**config.mk**
```make
export PLATFORM = sky130hd
export DESIGN_NAME = gfx256_pixel_writer_flat
export DESIGN_NICKNAME = d
export VERILOG_FILES = /design/src/rtl/gfx256_pkg.sv /design/src/rtl/gfx256_pixel_writer_if.sv /design/src/rtl/gfx256_lane_packer.sv /design/src/rtl/gfx256_pixel_writer.sv /design/src/flat_wrapper.sv
export SDC_FILE = /design/constraint.sdc
export NUM_CORES = 1
export LEC_CHECK = 0
export ABC_AREA = 1
export BUFFER_PORTS_ARGS = -buffer_cell sky130_fd_sc_hd__buf_2
export CAP_MARGIN = 20
export CORE_ASPECT_RATIO = 1.25
export CORE_UTILIZATION = 55
export CTS_CLUSTER_SIZE = 28
export DETAILED_ROUTE_END_ITERATION = 8
export GPL_TIMING_DRIVEN = 0
export PLACE_DENSITY = 0.79
export SETUP_SLACK_MARGIN = 0.3
export SLEW_MARGIN = 20
export SYNTH_ARGS = -nofsm -noshare
export SYNTH_HDL_FRONTEND = slang
export SYNTH_HIERARCHICAL = 1
export SYNTH_SLANG_ARGS = --single-unit
```
**constraint.sdc**
```tcl
create_clock -name clk_i -period 12.6 [get_ports clk_i]
set_input_delay 2.52 -clock clk_i [delete_from_list [all_inputs] [get_ports clk_i]]
set_output_delay 2.52 -clock clk_i [all_outputs]
set_load 0.005 [all_outputs]
```
**src/rtl/gfx256_pkg.sv**
```systemverilog
// Shared types and helpers for the gfx256 render pipeline.
// Pixel writer FSM states, colour-depth encodings, bytes-per-pixel helper.
package gfx256_pkg;

  typedef enum logic [2:0] {
    PW_IDLE,
    PW_CALC,
    PW_COLOR_WR,
    PW_DEPTH_CALC,
    PW_DEPTH_WR,
    PW_DONE
  } pixel_writer_state_e;

  localparam logic [1:0] CD_8BPP  = 2'b00;
  localparam logic [1:0] CD_16BPP = 2'b01;
  localparam logic [1:0] CD_32BPP = 2'b10;
  localparam logic [1:0] CD_30BPP = 2'b11;

  function automatic logic [2:0] fnBytesPerPixel(
    input logic [1:0] color_depth
  );
    logic [2:0] bpp;
    bpp = 3'd4;
    unique case (1'b1)
      color_depth == CD_8BPP:  bpp = 3'd1;
      color_depth == CD_16BPP: bpp = 3'd2;
      default:                 bpp = 3'd4;
    endcase
    return bpp;
  endfunction

endpackage

```
**src/rtl/gfx256_pixel_writer_if.sv**
```systemverilog
// Render write bus between the pixel writer and the wishbone
// writer arbiter: request/ack handshake plus arbiter busy.
interface gfx256_pixel_writer_if;
  logic [31:5]  render_addr;
  logic [31:0]  render_sel;
  logic [255:0] render_dat;
  logic         render_write;
  logic         render_ack;
  logic         wbm_busy;

  modport master (
    output render_addr, render_sel, render_dat, render_write,
    input  render_ack, wbm_busy
  );

  modport slave (
    input  render_addr, render_sel, render_dat, render_write,
    output render_ack, wbm_busy
  );
endinterface

```
**src/rtl/gfx256_lane_packer.sv**
```systemverilog
// Places a 1/2/4-byte value at a byte lane of the 256-bit bus
// and builds the matching byte-select mask.
module gfx256_lane_packer (
  input  logic [4:0]   lane_i,
  input  logic [2:0]   nbytes_i,
  input  logic [31:0]  value_i,
  output logic [31:0]  sel_o,
  output logic [255:0] dat_o
);

  logic [31:0] mask;

  always_comb begin
    mask = 32'h0000_00FF;
    unique case (1'b1)
      nbytes_i[2]: mask = 32'hFFFF_FFFF;
      nbytes_i[1]: mask = 32'h0000_FFFF;
      default:     mask = 32'h0000_00FF;
    endcase
    sel_o = ((32'd1 << nbytes_i) - 32'd1) << lane_i;
    dat_o = {224'd0, value_i & mask} << {lane_i, 3'b000};
  end

endmodule

```
**src/rtl/gfx256_pixel_writer.sv**
```systemverilog
// Final render stage: writes one pixel's colour (and optional z)
// to the 256-bit memory bus, then acks the blender.
module gfx256_pixel_writer
  import gfx256_pkg::*;
#(
  parameter int point_width = 16
) (
  input  logic                          clk_i,
  input  logic                          rst_i,
  input  logic [31:5]                   target_base_i,
  input  logic [31:5]                   zbuffer_base_i,
  input  logic [point_width-1:0]        target_size_x_i,
  input  logic [1:0]                    color_depth_i,
  input  logic                          zbuffer_enable_i,
  input  logic [point_width-1:0]        pixel_x_i,
  input  logic [point_width-1:0]        pixel_y_i,
  input  logic signed [point_width-1:0] pixel_z_i,
  input  logic [31:0]                   pixel_color_i,
  input  logic                          write_i,
  output logic                          ack_o,
  gfx256_pixel_writer_if.master         bus
);

  localparam int PW2 = 2 * point_width;

  pixel_writer_state_e state;

  logic [point_width-1:0] x_q, y_q;
  logic [15:0]            z_q;
  logic [31:0]            color_q;
  logic [1:0]             cd_q;
  logic                   zen_q;
  logic [PW2-1:0]         prod_q, prod_c, prod_s;

  logic [31:5]  addr_q;
  logic [31:0]  sel_q;
  logic [255:0] dat_q;
  logic         wr_q;

  logic         is_depth;
  logic [2:0]   bpp;
  logic [31:0]  idx, offset, val;
  logic [31:5]  base, addr_c;
  logic [31:0]  sel_c;
  logic [255:0] dat_c;

  assign prod_c = {{point_width{1'b0}}, y_q}
                * {{point_width{1'b0}}, target_size_x_i};

  // CALC issues the colour request on the edge that also
  // registers prod, so it uses the product directly.
  assign prod_s = (state == PW_CALC) ? prod_c : prod_q;
  assign is_depth = (state == PW_DEPTH_CALC)
                 || (state == PW_DEPTH_WR);

  assign idx    = 32'(prod_s) + 32'(x_q);
  assign bpp    = is_depth ? 3'd2 : fnBytesPerPixel(cd_q);
  assign offset = idx << bpp[2:1];
  assign base   = is_depth ? zbuffer_base_i : target_base_i;
  assign addr_c = base + offset[31:5];
  assign val    = is_depth ? {16'd0, z_q} : color_q;

  gfx256_lane_packer u_packer (
    .lane_i   (offset[4:0]),
    .nbytes_i (bpp),
    .value_i  (val),
    .sel_o    (sel_c),
    .dat_o    (dat_c)
  );

  assign bus.render_addr  = addr_q;
  assign bus.render_sel   = sel_q;
  assign bus.render_dat   = dat_q;
  assign bus.render_write = wr_q;

  always_ff @(posedge clk_i) begin
    if (rst_i) begin
      state  <= PW_IDLE;
      ack_o  <= 1'b0;
      wr_q   <= 1'b0;
      addr_q <= '0;
      sel_q  <= 32'hFFFF_FFFF;
      dat_q  <= '0;
    end else begin
      ack_o <= 1'b0;
      unique case (state)
        PW_IDLE: begin
          if (write_i) begin
            x_q     <= pixel_x_i;
            y_q     <= pixel_y_i;
            z_q     <= pixel_z_i[15:0];
            color_q <= pixel_color_i;
            cd_q    <= color_depth_i;
            zen_q   <= zbuffer_enable_i;
            state   <= PW_CALC;
          end
        end
        PW_CALC, PW_DEPTH_CALC: begin
          if (state == PW_CALC) prod_q <= prod_c;
          state <= (state == PW_CALC) ? PW_COLOR_WR : PW_DEPTH_WR;
          if (!bus.wbm_busy) begin
            wr_q   <= 1'b1;
            addr_q <= addr_c;
            sel_q  <= sel_c;
            dat_q  <= dat_c;
          end
        end
        PW_COLOR_WR, PW_DEPTH_WR: begin
          if (!wr_q) begin
            if (!bus.wbm_busy) begin
              wr_q   <= 1'b1;
              addr_q <= addr_c;
              sel_q  <= sel_c;
              dat_q  <= dat_c;
            end
          end else if (bus.render_ack) begin
            wr_q <= 1'b0;
            if (state == PW_COLOR_WR && zen_q) begin
              state <= PW_DEPTH_CALC;
            end else begin
              state <= PW_DONE;
              ack_o <= 1'b1;
            end
          end
        end
        PW_DONE: state <= PW_IDLE;
        default: state <= PW_IDLE;
      endcase
    end
  end

endmodule

```
**src/flat_wrapper.sv**
```systemverilog
// flat-port wrapper written by rule: the top's interface ports become plain ports
module gfx256_pixel_writer_flat import gfx256_pkg::*;
#(
  parameter int point_width = 16
)
  (clk_i, rst_i, target_base_i, zbuffer_base_i, target_size_x_i, color_depth_i, zbuffer_enable_i, pixel_x_i, pixel_y_i, pixel_z_i, pixel_color_i, write_i, ack_o, bus_render_addr, bus_render_sel, bus_render_dat, bus_render_write, bus_render_ack, bus_wbm_busy);
  gfx256_pixel_writer_if bus_i ();
  input  logic clk_i;
  input  logic rst_i;
  input  logic [31:5] target_base_i;
  input  logic [31:5] zbuffer_base_i;
  input  logic [point_width-1:0] target_size_x_i;
  input  logic [1:0] color_depth_i;
  input  logic zbuffer_enable_i;
  input  logic [point_width-1:0] pixel_x_i;
  input  logic [point_width-1:0] pixel_y_i;
  input  logic signed [point_width-1:0] pixel_z_i;
  input  logic [31:0] pixel_color_i;
  input  logic write_i;
  output logic ack_o;
  output wire logic [$bits(bus_i.render_addr)-1:0] bus_render_addr;
  output wire logic [$bits(bus_i.render_sel)-1:0] bus_render_sel;
  output wire logic [$bits(bus_i.render_dat)-1:0] bus_render_dat;
  output wire logic [$bits(bus_i.render_write)-1:0] bus_render_write;
  input wire logic [$bits(bus_i.render_ack)-1:0] bus_render_ack;
  input wire logic [$bits(bus_i.wbm_busy)-1:0] bus_wbm_busy;
  assign bus_render_addr = bus_i.render_addr;
  assign bus_render_sel = bus_i.render_sel;
  assign bus_render_dat = bus_i.render_dat;
  assign bus_render_write = bus_i.render_write;
  assign bus_i.render_ack = bus_render_ack;
  assign bus_i.wbm_busy = bus_wbm_busy;
  gfx256_pixel_writer #(.point_width(point_width)) u_core (.clk_i(clk_i), .rst_i(rst_i), .target_base_i(target_base_i), .zbuffer_base_i(zbuffer_base_i), .target_size_x_i(target_size_x_i), .color_depth_i(color_depth_i), .zbuffer_enable_i(zbuffer_enable_i), .pixel_x_i(pixel_x_i), .pixel_y_i(pixel_y_i), .pixel_z_i(pixel_z_i), .pixel_color_i(pixel_color_i), .write_i(write_i), .ack_o(ack_o), .bus(bus_i));
endmodule
```
==> run summary, run 1 <==
## Timing
- 0 ns — setup_tns
- 11.75 ns — crit path time final
- 20.76% — Rel. slew slack
- 0 — Setup violations, final
- 85.08 MHz — upper clock frequency limit
- false — unrepaired setup endpoints after global routing
- 0.4612 ns — final worst hold slack
- 0 — count of final hold-check violations
- 1.189 ns — worst-margin pin slew
- 93.28% — share of the cycle needed by the critical path after routing
- 0.01827 ns — Clock Skews
- 0 — Slew Limit Fails
- 0.8470 ns — final worst-path setup slack

## Setup path
- u_core/y_q[10]$_DFFE_PP_ — RR Startpoint
- fa_1 — Max stage delay cell, worst path
- 0.57 ns — Crit path largest cell delay
- 12.23 ns — Data arrival, critical path
- u_core/bus.render_addr[31]$_SDFFE_PP0P_ — Crit Reg-Reg Endpoint
- nand2_1 — cell repeated most along the worst path
- 2.09 ns — worst reg2reg setup slack
- 13.07 ns — Required @ worst endpoint
- input pin — type of origin of the critical path
- flip-flop — endpoint type of the worst setup path
- 10 — largest driver fanout on the critical path
- 49 — worst-case reg-to-reg path depth
- input pin to flip-flop — type of the worst setup path

## Placement
- 105600 um — detailed placement HPWL
- 1.041 — RePlAce Congestion
- 0.03570 mm^2 — standard cell area after detailed placement
- 457 — buffers added on ports
- 0.08639 ns — Setup Slack @ Placement

## Min path
- flip-flop to flip-flop — min-delay worst type
- u_core/bus.render_dat[7]$_SDFFE_PP0P_ — worst hold start
- 2 — number of cells traversed by the worst hold path
- u_core/bus.render_dat[7]$_SDFFE_PP0P_ — end point of the most critical hold path

## Run
- 0 — number of max-cap violations

## Clocking
- 0 — Post-CTS Setup Repair Bufs
- 0.05 ns — clock transition at the registers of the reported paths
- 0 — hold bufs inserted after CTS
- 0.60 ns — clock network latency to the later pin of the worst-skew pair
- done — clock tree from TritonCTS
- 3 — number of buffers on the longest clock path
- 46 — CTS buffer count
- 0 — Resize count post-CTS
- clkbuf_16 — CTS Root Buffer Type
- 2 — deepest level of the CTS H-tree
- 435 — clock sinks

## Global routing
- 29 — largest net degree at the start of global routing
- 190300 um — wire length of the first global-routing pass
- 9 — number of antenna violations at the first check in global routing
- 32.02k — via count of the first global-routing pass
- 43.02% — GRT Resource Usage Total
- 0 — overflow left after global routing

## Detailed routing
- 8 — first-pass detailed-route iteration total
- 21.91 um — WL per Instance
- 33.16k — Vias
- 2731 — drt initial violations
- 5.557 — vias per inst
- 0 — remaining number of nets flagged by the antenna check after routing
- 130800 um — post-detailed-routing wire length
- 0 — drt drc

## Yosys
- dfxtp_1 — largest area contributor in the netlist
- 6 — Synth Warn #
- 5155 — net count after synthesis
- dfxtp_1, nand2_1, fa_1, edfxtp_1, inv_1 — main area contributors after synthesis
- 19.80% — share of the synthesized area in the top cell type
- 435 — register bit count reported by yosys
- 0% — share of synthesized flip-flops with an asynchronous set or reset
- 4653 — number of instances in the synthesized netlist
- 55 — count of unique library cells instantiated by Yosys
- 6.954 um^2 — mean post-synth cell area
- 0.03235 mm^2 — post-synthesis cell area
- dfxtp_1 — commonest register cell after synthesis
- 30.47% — part of the Yosys area used for sequential elements
- 115 — number of flops mapped to enable cells by yosys

## Floorplanning
- 273.2 um — die height
- 55.57% — effective utilization at floorplan
- 0.05822 mm^2 — area inside the core boundary
- 99 — num rows
- 218.9 um — Die X
- 0.05981 mm^2 — area enclosed by the die boundary
- 475 — I/O pin count

## Status
- finished, final reports clean — status

## Layout
- 5665 — final-stage net count
- 0.03741 mm^2 — final std cell area, no fill
- 15.62% — area added between synthesis and finish
- 13.87% — fraction of final layout cells sized beyond drive strength 1

[worst max-delay path by stage]
| stage | from | to | slack (ns) | depth (start not counted) |
|---|---|---|---|---|
| floorplan | target_size_x_i[1] | u_core/bus.render_addr[31]$_SDFFE_PP0P_ | 1.85 | 49 |
| global placement | target_size_x_i[1] | u_core/bus.render_addr[31]$_SDFFE_PP0P_ | 0.08 | 49 |
| detailed placement | target_size_x_i[1] | u_core/bus.render_addr[31]$_SDFFE_PP0P_ | 0.09 | 49 |
| CTS | target_size_x_i[1] | u_core/bus.render_addr[31]$_SDFFE_PP0P_ | 0.65 | 50 |
| global route | target_size_x_i[6] | u_core/bus.render_addr[31]$_SDFFE_PP0P_ | 0.33 | 51 |
| finish | target_size_x_i[6] | u_core/bus.render_addr[31]$_SDFFE_PP0P_ | 0.85 | 50 |
[worst max-delay path, delay by kind of cell]
| kind | cells | cell delay, ns |
|---|---|---|
| adder cells (fa/ha/maj) | 9 | 4.09 |
| AO/OA/AOI/OAI | 9 | 1.67 |
| multiplexers | 1 | 0.11 |
| AND/OR/NAND/NOR | 18 | 2.03 |
| XOR/XNOR | 2 | 0.41 |
| buffers and inverters | 11 | 1.40 |
[cell type report]
type	instances	area, um^2
Clock inverter	26	400.4
Sequential cell	435	9859
Buffer	268	1129
Tap cell	757	947.2
Multi-Input combinational cell	3308	18990
Fill cell	5424	20810
Inverter	642	2410
Timing Repair Buffer	462	2382
Clock buffer	59	1260
Antenna cell	11	27.53
[cell families after synthesis]
family	share of synthesized area [%]
AO/OA/AOI/OAI	10.73
XOR/XNOR	1.299
adder cells (fa/ha/maj)	17.85
buffers and inverters	10.87
flip-flops	30.47
multiplexers	0.6187
AND/OR/NAND/NOR	28.15
[registers in the layout, indices dropped and copies added (netlist names)]
name and flops:
u_core/prod_q 32, u_core/zen_q 1, u_core/state 3, u_core/y_q 16, u_core/ack_o 1, u_core/color_q 32
u_core/bus.render_dat 256, u_core/cd_q 2, u_core/bus.render_write 1, u_core/bus.render_addr 27, u_core/bus.render_sel 32, u_core/z_q 16
u_core/x_q 16
[synthesized netlist by cell type, types with 5 or more instances]
| library cell | instances |
|---|---|
| a21oi_1 | 425 |
| a31oi_1 | 6 |
| buf_1 | 12 |
| buf_2 | 31 |
| buf_4 | 7 |
| buf_6 | 5 |
| clkbuf_1 | 213 |
| dfxtp_1 | 320 |
| edfxtp_1 | 115 |
| fa_1 | 196 |
| ha_1 | 148 |
| inv_1 | 614 |
| inv_2 | 25 |
| mux2i_1 | 20 |
| nand2_1 | 1636 |
| nand2_2 | 17 |
| nand3_1 | 190 |
| nand3_2 | 12 |
| nand4_1 | 23 |
| nor2_1 | 282 |
| nor2_2 | 21 |
| nor2_4 | 5 |
| nor3_1 | 29 |
| o211ai_1 | 8 |
| o21a_1 | 7 |
| o21ai_0 | 118 |
| o21ai_1 | 29 |
| o21ai_2 | 7 |
| o21bai_1 | 12 |
| o22ai_1 | 6 |
| or2_2 | 24 |
| xnor2_1 | 9 |
| xor2_1 | 39 |
[routing by layer]
metal	global-route usage, %	part of all wire, %	up-vias
li1	-	-	15503
met1	47.34	35	15323
met2	71.69	47	1753
met3	7.356	7.6	582
met4	37.41	10	2
met5	0	0.0099	-
[cell usage in the layout, fill, tap and decap left out, types with 13 or more instances in the layout]
cell type,synthesis,routed
nand2_1,1636,1636
inv_1,614,614
buf_2,31,488
a21oi_1,425,425
dfxtp_1,320,320
nor2_1,282,280
clkbuf_1,213,206
fa_1,196,196
nand3_1,190,190
ha_1,148,148
o21ai_0,118,118
edfxtp_1,115,115
clkbuf_16,0,46
xor2_1,39,39
o21ai_1,29,29
nor3_1,29,29
inv_2,25,25
or2_2,24,24
nand4_1,23,23
nor2_2,21,21
mux2i_1,20,20
nand2_2,17,17
clkbuf_2,0,13
[per-stage QoR]
| step | instances | utilization, % |
|---|---|---|
| after floorplan | 4653 | - |
| after global placement | 5867 | 61.13 |
| after detailed placement | 5872 | 61.32 |
| after CTS | 5957 | 64.17 |
| after global routing | 5968 | 64.25 |
| final | 5968 | 64.25 |
Power of run 1 is left out: the tool's default activity adds up to more than one toggle a clock period on the data nets, which glitch-free logic cannot reach.
==> run 2: changes to the inputs <==
RECOVER_POWER = 50   (was not set)
==> run 2 against run 1 <==
The run now ends with capacitance limit, slew limit left. Fmax is 0.23% higher. First-iteration DRC count is 4.5% lower. Sequential cell count stayed put. Via count is 0.12% higher. Routed wire length is 0.37% lower.
==> run summary, run 2 (synthesis results as in run 1) <==
## Status
- finished with violations — status, was finished, final reports clean
- capacitance limit, slew limit — violations in the final reports

## Setup path
- 13.08 ns — Required @ worst endpoint, was 13.07 ns
- 2.07 ns — worst reg2reg setup slack, was 2.09 ns
- flip-flop — endpoint type of the worst setup path, unchanged
- 10 — largest driver fanout on the critical path, unchanged
- fa_1 — Max stage delay cell, worst path, unchanged
- 0.57 ns — Crit path largest cell delay, about the same
- input pin to flip-flop — type of the worst setup path, unchanged
- 12.20 ns — Data arrival, critical path, was 12.23 ns
- nand2_1 — cell repeated most along the worst path, unchanged
- input pin — type of origin of the critical path, unchanged

## Global routing
- 32.02k — via count of the first global-routing pass, unchanged
- 9 — number of antenna violations at the first check in global routing, unchanged
- 190300 um — wire length of the first global-routing pass, unchanged
- 0 — overflow left after global routing, unchanged
- 43.02% — GRT Resource Usage Total, unchanged
- 29 — largest net degree at the start of global routing, unchanged

## Timing
- 0 — Setup violations, final, unchanged
- 0 — count of final hold-check violations, unchanged
- 93.06% — share of the cycle needed by the critical path after routing, was 93.28%
- 29 — Slew Limit Fails, was 0
- 85.28 MHz — upper clock frequency limit, was 85.08 MHz
- 0.01523 ns — Clock Skews, was 0.01827 ns
- 1.549 ns — worst-margin pin slew, was 1.189 ns
- -3.253% — Rel. slew slack, was 20.76%
- 0 ns — setup_tns, unchanged
- 11.73 ns — crit path time final, was 11.75 ns
- false — unrepaired setup endpoints after global routing, unchanged

## Floorplanning
- 475 — I/O pin count, unchanged
- 99 — num rows, unchanged
- 273.2 um — die height, unchanged
- 55.57% — effective utilization at floorplan, unchanged
- 0.05981 mm^2 — area enclosed by the die boundary, unchanged
- 218.9 um — Die X, unchanged
- 0.05822 mm^2 — area inside the core boundary, unchanged

## Clocking
- 0.05 ns — clock transition at the registers of the reported paths, about the same
- done — clock tree from TritonCTS, unchanged
- 435 — clock sinks, unchanged
- 0 — Resize count post-CTS, unchanged
- 0.60 ns — clock network latency to the later pin of the worst-skew pair, about the same
- 2 — deepest level of the CTS H-tree, unchanged
- 46 — CTS buffer count, unchanged
- 3 — number of buffers on the longest clock path, unchanged
- 0 — Post-CTS Setup Repair Bufs, unchanged
- clkbuf_16 — CTS Root Buffer Type, unchanged
- 0 — hold bufs inserted after CTS, unchanged

## Detailed routing
- 5.564 — vias per inst, was 5.557
- 130300 um — post-detailed-routing wire length, was 130800 um
- 2608 — drt initial violations, was 2731
- 6 — first-pass detailed-route iteration total, was 8
- 33.20k — Vias, was 33.16k
- 0 — remaining number of nets flagged by the antenna check after routing, unchanged
- 0 — drt drc, unchanged
- 21.84 um — WL per Instance, was 21.91 um

## Placement
- 457 — buffers added on ports, unchanged
- 1.041 — RePlAce Congestion, unchanged
- 105600 um — detailed placement HPWL, unchanged

## Min path
- flip-flop to flip-flop — min-delay worst type, unchanged

## Layout
- 5560 — fill cell total of the finished layout, was 5424
- nand2_1 — most common cell after layout, fill and taps aside, unchanged
- 14.69% — area added between synthesis and finish, was 15.62%
- nand2_1, inv_1, a21oi_1 — most frequent cells in the layout, was nand2_1, inv_1, buf_2
- 5665 — final-stage net count, unchanged
- 9.654% — fraction of final layout cells sized beyond drive strength 1, was 13.87%
- 256 — max FFs per register, unchanged

## Run
- 1 — number of max-cap violations, was 0

-- run 2: changes by cell type in the layout (fill, tap and decap cells not counted), sizes merged --
cell / before / now
buf: 517 / 302
clkbuf: 272 / 487
diode: 11 / 10
-- run 2: stage by stage --
step / worst slack, ns / cells / hold WS [ns] / area, um^2 / util [%]
2_1_floorplan: 1.853 / 4653 / 0.4618 / 32350 / -
3_3_place_gp: 0.07658 / 5867 / 0.4493 / 35590 / 61.13
3_5_place_dp: 0.08639 / 5872 / 0.4523 / 35700 / 61.32
4_1_cts: 0.6548 / 5957 / 0.4619 / 37360 / 64.17
5_1_grt: 0.3259 / 5967 / 0.4824 / 37110 / 63.74
6_report: 0.8745 / 5967 / 0.4636 / 37110 / 63.74
-- run 2: worst paths after layout --
| kind | startpoint | endpoint | cells past startpoint |
|---|---|---|---|
| min | u_core/bus.render_dat[7]$_SDFFE_PP0P_ | u_core/bus.render_dat[7]$_SDFFE_PP0P_ | 2 |
| max reg2reg | u_core/y_q[4]$_DFFE_PP_ | u_core/bus.render_addr[31]$_SDFFE_PP0P_ | 49 |
| min reg2reg | u_core/bus.render_dat[7]$_SDFFE_PP0P_ | u_core/bus.render_dat[7]$_SDFFE_PP0P_ | 2 |
| max | target_size_x_i[6] | u_core/bus.render_addr[31]$_SDFFE_PP0P_ | 50 |
-- run 2: critical path, delay by kind of cell --
kind | cells | cell delay [ns]
AO/OA/AOI/OAI | 9 | 1.66
XOR/XNOR | 2 | 0.41
adder cells (fa/ha/maj) | 9 | 4.06
buffers and inverters | 11 | 1.42
multiplexers | 1 | 0.11
AND/OR/NAND/NOR | 18 | 2.04
-- run 2: area by class of cell --
cell class	instances	area, um^2	area share [%]
Sequential cell	435	9859	26.57
Clock buffer	59	1260	3.395
Inverter	642	2410	6.494
Multi-Input combinational cell	3308	18980	51.16
Buffer	268	1129	3.041
Timing Repair Buffer	462	2095	5.644
Antenna cell	10	25.02	0.06743
Clock inverter	26	400.4	1.079
Tap cell	757	947.2	2.552
-- run 2: layer usage --
layer	vias to the layer above	track usage, %	part of all wire [%]
met5	-	0	0.010
met4	2	37.41	10
met3	578	7.356	7.3
met2	1724	71.69	47
met1	15389	47.34	36
li1	15510	-	-
Power of run 2 is left out for the same reason.
